--- src/rtl/wb_arb_pkg.sv ---
// Shared types for the register-file writeback arbiter.
// Both the arbiter top and its result FIFO import this package.
package wb_arb_pkg;

  // Width of data and pc carried in a writeback request.
  localparam int WB_XLEN = 32;

  localparam logic [4:0] REG_ZERO = 5'd0;

  typedef struct packed {
    logic [4:0]         rd;
    logic [WB_XLEN-1:0] data;
    logic [WB_XLEN-1:0] pc;
  } wb_req_t;

  // A slot only counts as a write when it targets a real register.
  function automatic logic is_write(
    input logic       valid,
    input logic [4:0] rd
  );
    return valid && (rd != REG_ZERO);
  endfunction

endpackage

--- src/rtl/wb_arb_fifo.sv ---
// Synchronous FIFO holding accepted MDU writeback requests.
// Order of entry is order of exit; power-of-two depth.
module wb_result_fifo
  import wb_arb_pkg::*;
#(
  parameter int DEPTH = 2,
  parameter int CW    = $clog2(DEPTH + 1)
) (
  input  logic          clk,
  input  logic          rst,
  input  logic          push,
  input  wb_req_t       push_req,
  input  logic          pop,
  output wb_req_t       head,
  output logic          full,
  output logic          empty,
  output logic [CW-1:0] count
);

  localparam int AW = (DEPTH > 1) ? $clog2(DEPTH) : 1;

  wb_req_t       mem_q [DEPTH];
  wb_req_t       mem_d [DEPTH];
  logic [AW-1:0] rd_ptr_q, rd_ptr_d;
  logic [AW-1:0] wr_ptr_q, wr_ptr_d;
  logic [CW-1:0] count_q, count_d;
  logic          do_push;
  logic          do_pop;

  assign full  = (count_q == CW'(DEPTH));
  assign empty = (count_q == '0);
  assign count = count_q;
  assign head  = mem_q[rd_ptr_q];

  assign do_push = push && !full;
  assign do_pop  = pop && !empty;

  // Storage update: write at the tail on push.
  always_comb begin
    for (int i = 0; i < DEPTH; i++) begin
      mem_d[i] = mem_q[i];
    end
    if (do_push) begin
      mem_d[wr_ptr_q] = push_req;
    end
  end

  // Pointer and occupancy update; simultaneous push/pop keeps count.
  always_comb begin
    rd_ptr_d = rd_ptr_q;
    wr_ptr_d = wr_ptr_q;
    count_d  = count_q;
    if (do_push) begin
      wr_ptr_d = wr_ptr_q + AW'(1);
    end
    if (do_pop) begin
      rd_ptr_d = rd_ptr_q + AW'(1);
    end
    unique case ({do_push, do_pop})
      2'b10:   count_d = count_q + CW'(1);
      2'b01:   count_d = count_q - CW'(1);
      default: count_d = count_q;
    endcase
  end

  // Payload flops carry no reset; occupancy guards their validity.
  always_ff @(posedge clk) begin
    for (int i = 0; i < DEPTH; i++) begin
      mem_q[i] <= mem_d[i];
    end
  end

  // Control flops with synchronous reset.
  always_ff @(posedge clk) begin
    if (rst) begin
      rd_ptr_q <= '0;
      wr_ptr_q <= '0;
      count_q  <= '0;
    end else begin
      rd_ptr_q <= rd_ptr_d;
      wr_ptr_q <= wr_ptr_d;
      count_q  <= count_d;
    end
  end

endmodule

--- src/rtl/wb_port_arbiter.sv ---
// Shares the register-file write port between the WB stage and MDU.
// The pipe always wins; MDU results queue and may request a bubble.
module wb_port_arbiter
  import wb_arb_pkg::*;
#(
  // Must equal WB_XLEN: the request struct width comes from the package.
  parameter int XLEN           = WB_XLEN,
  parameter int MDU_FIFO_DEPTH = 2,
  parameter int STARVE_LIMIT   = 4
) (
  input  logic                              clk,
  input  logic                              rst,
  input  logic                              pipe_valid,
  input  logic [4:0]                        pipe_rd,
  input  logic [XLEN-1:0]                   pipe_data,
  input  logic [XLEN-1:0]                   pipe_pc,
  input  logic                              mdu_valid,
  output logic                              mdu_ready,
  input  logic [4:0]                        mdu_rd,
  input  logic [XLEN-1:0]                   mdu_data,
  input  logic [XLEN-1:0]                   mdu_pc,
  output logic                              w_enable,
  output logic [4:0]                        w_addr,
  output logic [XLEN-1:0]                   w_data,
  output logic [XLEN-1:0]                   w_pc,
  output logic                              stall_req,
  output logic [$clog2(MDU_FIFO_DEPTH+1)-1:0] fifo_count,
  output logic                              protocol_err
);

  localparam int CW = $clog2(MDU_FIFO_DEPTH + 1);
  localparam int SW = $clog2(STARVE_LIMIT + 1);

  logic          pipe_wr;
  logic          push;
  logic          pop;
  wb_req_t       push_req;
  wb_req_t       head;
  logic          full;
  logic          empty;
  logic [CW-1:0] count;
  logic [CW-1:0] count_nxt;

  logic            w_enable_q, w_enable_d;
  logic [4:0]      w_addr_q, w_addr_d;
  logic [XLEN-1:0] w_data_q, w_data_d;
  logic [XLEN-1:0] w_pc_q, w_pc_d;
  logic [SW-1:0]   starve_q, starve_d;
  logic            stall_q, stall_d;
  logic            perr_q, perr_d;

  assign pipe_wr   = is_write(pipe_valid, pipe_rd);
  assign mdu_ready = !full;
  assign push      = mdu_valid && mdu_ready && (mdu_rd != REG_ZERO);
  assign pop       = !pipe_wr && !empty;

  assign push_req.rd   = mdu_rd;
  assign push_req.data = mdu_data;
  assign push_req.pc   = mdu_pc;

  wb_result_fifo #(
    .DEPTH (MDU_FIFO_DEPTH),
    .CW    (CW)
  ) u_fifo (
    .clk      (clk),
    .rst      (rst),
    .push     (push),
    .push_req (push_req),
    .pop      (pop),
    .head     (head),
    .full     (full),
    .empty    (empty),
    .count    (count)
  );

  // Occupancy after this edge; drives the starvation bookkeeping.
  always_comb begin
    count_nxt = count;
    unique case ({push, pop})
      2'b10:   count_nxt = count + CW'(1);
      2'b01:   count_nxt = count - CW'(1);
      default: count_nxt = count;
    endcase
  end

  // Port arbitration: pipe first, then FIFO head, else idle hold.
  always_comb begin
    w_enable_d = 1'b0;
    w_addr_d   = w_addr_q;
    w_data_d   = w_data_q;
    w_pc_d     = w_pc_q;
    unique case (1'b1)
      pipe_wr: begin
        w_enable_d = 1'b1;
        w_addr_d   = pipe_rd;
        w_data_d   = pipe_data;
        w_pc_d     = pipe_pc;
      end
      pop: begin
        w_enable_d = 1'b1;
        w_addr_d   = head.rd;
        w_data_d   = head.data;
        w_pc_d     = head.pc;
      end
      default: begin
        w_enable_d = 1'b0;
      end
    endcase
  end

  // Starvation counter counts edges a queued result is passed over.
  always_comb begin
    starve_d = starve_q;
    if (pop || (count_nxt == '0)) begin
      starve_d = '0;
    end else if (starve_q < SW'(STARVE_LIMIT)) begin
      starve_d = starve_q + SW'(1);
    end
    stall_d = (starve_d >= SW'(STARVE_LIMIT));
  end

  // A pipe write during a requested bubble is flagged until reset.
  always_comb begin
    perr_d = perr_q || (stall_q && pipe_wr);
  end

  // Registered write port and status with synchronous reset.
  always_ff @(posedge clk) begin
    if (rst) begin
      w_enable_q <= 1'b0;
      w_addr_q   <= '0;
      w_data_q   <= '0;
      w_pc_q     <= '0;
      starve_q   <= '0;
      stall_q    <= 1'b0;
      perr_q     <= 1'b0;
    end else begin
      w_enable_q <= w_enable_d;
      w_addr_q   <= w_addr_d;
      w_data_q   <= w_data_d;
      w_pc_q     <= w_pc_d;
      starve_q   <= starve_d;
      stall_q    <= stall_d;
      perr_q     <= perr_d;
    end
  end

  assign w_enable     = w_enable_q;
  assign w_addr       = w_addr_q;
  assign w_data       = w_data_q;
  assign w_pc         = w_pc_q;
  assign stall_req    = stall_q;
  assign fifo_count   = count;
  assign protocol_err = perr_q;

endmodule

--- config.mk ---
export PLATFORM = sky130hd
export DESIGN_NAME = wb_port_arbiter
export DESIGN_NICKNAME = d
export VERILOG_FILES = /design/src/rtl/wb_arb_pkg.sv /design/src/rtl/wb_arb_fifo.sv /design/src/rtl/wb_port_arbiter.sv
export SDC_FILE = /design/constraint.sdc
export NUM_CORES = 1
export LEC_CHECK = 0
export ABC_AREA = 1
export ABC_CLOCK_PERIOD_IN_PS = 6100
export CORE_ASPECT_RATIO = 1.2
export CORE_UTILIZATION = 50
export CTS_CLUSTER_DIAMETER = 40
export DETAILED_ROUTE_END_ITERATION = 10
export PLACE_DENSITY = 0.84
export SLEW_MARGIN = 20
export SYNTH_ARGS = -nofsm -noshare
export SYNTH_HDL_FRONTEND = slang
export SYNTH_SLANG_ARGS = --single-unit
export TNS_END_PERCENT = 5
--- constraint.sdc ---
create_clock -name clk -period 6.1 [get_ports clk]
set_clock_uncertainty 0.2 [all_clocks]
set_input_delay 0.915 -clock clk [delete_from_list [all_inputs] [get_ports clk]]
set_output_delay 0.915 -clock clk [all_outputs]
set_load 0.005 [all_outputs]
==> key figures <==
Drt
  • Detailed Route WL: between 20 and 25 mm
  • Vias per cell: 5.12
  • Routed Antenna Nets: 0
  • First-pass DRT Iterations: 8
  • Drt drc: 0
  • Via count: approximately 6900
  • WL per Instance: between 15 and 20 um
  • Iter 0 DRT Violations: approximately 470

Global routing
  • Gr busiest metal: met2
  • GR Overflow Total: 0
  • Met2 global-route usage: roughly two fifths
  • First-pass GRT wire length: approximately 33 mm
  • Met1 usage: between 20 and 30%
  • Global routing usage on met3: approximately 5.2%
  • Vias in the first global route: ~6600
  • Initial antenna violation count: 0
  • Largest net degree at the start of global routing: 70
  • GRT Total Usage: between 20% and 30%

CTS
  • CTS root buf: clkbuf_16
  • Setup repair bufs after CTS: 0
  • Sink Count: about 220
  • Reg clk slew, reported paths: 0.07 ns
  • Post_cts resized: 0
  • Worst-Skew Late Latency: roughly 0.52 ns
  • CTS Hold Buffers Added: 0
  • H-tree depth: 1
  • Inserted Clock Buffers: 26
  • CTS tree: built
  • Maximum buffer depth of the clock tree: 3

Yosys
  • Commonest cells post-synth: 289 x nand2_1, 138 x edfxtp_1, 113 x nand3_1
  • Top-count cell post-synth: nand2_1
  • Synth warnings: 0
  • FFs w/ async S/R, synth: 0%
  • Yosys reg bits: between 200 and 250
  • Post-synth EDFFs: ~140
  • Post-synthesis sequential area ratio: ~64%
  • Post-Syn Nets: between 1000 and 1500
  • Main synth FF type: edfxtp_1
  • Cell area after synthesis: slightly below 9000 sq um
  • Synth cell types: 23
  • Top cell type's share of synthesized area: a little under half
  • Syn_area_per_cell: approximately 10 sq um
  • Cell taking the most area after synthesis: edfxtp_1
  • Mapped Cells: 903
  • Largest cells by area after synthesis: edfxtp_1 47%, dfxtp_1 18%, nand2_1 12%

Floorplan
  • Core Area: between 15000 and 20000 sq um
  • Die Height: about 150 um
  • Die ar.: about 18000 sq um
  • Die W: about 120 um
  • Core Rows: between 50 and 60
  • Initial Utilization: roughly half
  • I/O pin count: between 200 and 250

Final layout
  • Share of cells above drive strength 1: under 10%
  • Fin nets: 1252
  • Fin area: 12000 sq um
  • Area Overhead vs Synth: 35.1%
  • Fillcell total: around 1300
  • Diode count: 0
  • Finished Layout Cells: about 1300

Critical path
  • Crit path kind: flop to flop
  • Crit-path max cell delay: just over 0.9 ns
  • Slowest CP cell: nand2_1
  • Critical path cell sequence: inv_1, ha_1, inv_2, nand2_1, inv_1, ha_1, a21oi_1, o21ai_0, inv_1
  • Critical path data required time: about 6.4 ns
  • Worst Setup End Kind: flop
  • Critical path's top delay family: adder cells
  • Crit-path max FO: 46
  • Critical Path AT: ~4.3 ns
  • Worst Setup Start Kind: flop
  • Most used cell, CP: inv_1
  • WP buf/inv: 4

Power
  • Leak Pwr: 5.04 nW
  • Comb power frac: between 20% and 30%
  • Power share of the clock group: around a third
  • Peak supply drop: 0.221 mV
  • P_sw: roughly 1.4 mW
  • Pwr dens: approximately 390 nW/um^2
  • Cell internal pwr: between 3 and 4 mW
  • Sequential share of power: a little over two fifths
  • Switching Fraction: between 20% and 30%

Timing
  • Worst Tran Pin Value: about 1.1 ns
  • Slew margin rel.: between 20% and 30%
  • Final hold violation count: 0
  • Fin crit period: ~4 ns
  • Fin. max-slew vios: 0
  • Tcrit/Tclk final: 66.6%
  • RSZ-0062 raised after global routing: false
  • Final setup viols: 0
  • Fmax: 246 MHz
  • Final setup TNS: 0 ns

Job
  • Max_cap viols: 0

Place
  • Routability cong.: 0.817
  • Cells after DPL: between 1000 and 1500
  • Placed instance area: roughly 11000 sq um
  • HPWL Detailed: approximately 14 mm
  • Port Buf Inserts: 216

Run status
  • Status: complete, no violations

Hold path
  • Hold Path Class: flop to flop
-- state kept, by name, indices dropped and copies added (netlist names), named ones only --
register	count
u_fifo.mem_q	138
starve_q	3
u_fifo.wr_ptr_q	1
u_fifo.count	2
w_addr	5
protocol_err	1
w_data	32
w_enable	1
u_fifo.rd_ptr_q	1
w_pc	32
-- logic make-up (layout without fill, tap and decap cells) --
kind of cell | Yosys count | after routing | share of synthesized area (%)
AOI/OAI and AO/OA | 75 | 75 | 4.23
DFF | 217 | 217 | 64.5
muxes | 25 | 25 | 2.82
xor gates and xnor gates | 3 | 3 | 0.296
and+or+nand+nor | 422 | 422 | 19.7
adders and majority gates | 6 | 6 | 0.845
buffers and inverters | 155 | 376 | 7.71
-- power groups by stage --
stage               registers, mW  logic, mW  clock network (mW)
CTS                          1.95       1.13                1.56
global route                 1.97       1.25                1.63
detailed placement           1.98       1.12                   0
global placement             1.97       1.09                   0
finish                       1.95       1.13                1.55
floorplan                    1.95      0.657                   0
-- metrics by stage --
stage	util, %	total power [mW]	setup WS (ns)	hold WS (ns)
2_1_floorplan	-	2.61	1.37	0.241
3_3_place_gp	63.6	3.05	1.98	0.236
3_5_place_dp	63.6	3.10	1.81	0.240
4_1_cts	68.7	4.64	2.08	0.253
5_1_grt	68.8	4.86	1.67	0.261
6_report	68.8	4.62	2.04	0.252
-- worst register-to-register path: stages (launching register included) --
cell and delay [ns]:
dfxtp_1 0.36, inv_1 0.11, ha_1 0.87, inv_2 0.65, nand2_1 0.94, inv_1 0.20
ha_1 0.39, a21oi_1 0.15, o21ai_0 0.09, inv_1 0.05
-- per-layer routing --
metal	up-vias	share of wire, %
li1	3347	-
met1	3223	39
met2	261	50
met3	52	7.3
met4	0	3.4
met5	-	0
-- layout make-up --
type / instances / area (sq um) / share of cell area, %
well taps: 220 / 275 / 2.29
repair buffers: 222 / 2220 / 18.5
clock inverters: 12 / 114 / 0.949
inverters: 106 / 399 / 3.33
multi-input cells: 531 / 2490 / 20.8
flip-flops and latches: 217 / 5730 / 47.8
clock buffers: 36 / 771 / 6.42
-- path summary, 6_finish.rpt --
path | start | endpoint | slack [ns] | cells after the start
hold reg to reg | w_pc[19] | w_pc[19] | 0.25 | 2
setup reg to reg | u_fifo.count[0] | u_fifo.count[1] | 2.04 | 9
setup / recovery | u_fifo.count[0] | u_fifo.count[1] | 2.04 | 9
hold / removal | w_pc[19] | w_pc[19] | 0.25 | 2
-- placed cells by master (no fill, tap or decap), types with 2 or more instances in the layout --
master	Yosys	final
clkinv_2	0	2
inv_6	0	5
o21ai_0	49	49
clkdlybuf4s50_1	0	216
inv_2	4	4
edfxtp_1	138	138
nand2_1	289	289
nand3_1	113	113
buf_4	9	5
clkbuf_8	0	4
nor2_1	14	13
clkbuf_16	0	28
ha_1	6	6
a21oi_1	2	2
nor2_4	0	2
xor2_1	3	3
inv_1	102	101
clkinv_4	0	2
o21ai_1	24	24
clkbuf_1	13	4
dfxtp_1	79	78
mux2i_1	25	25
nand2_2	3	2
Power figures use the tool's default switching activity.
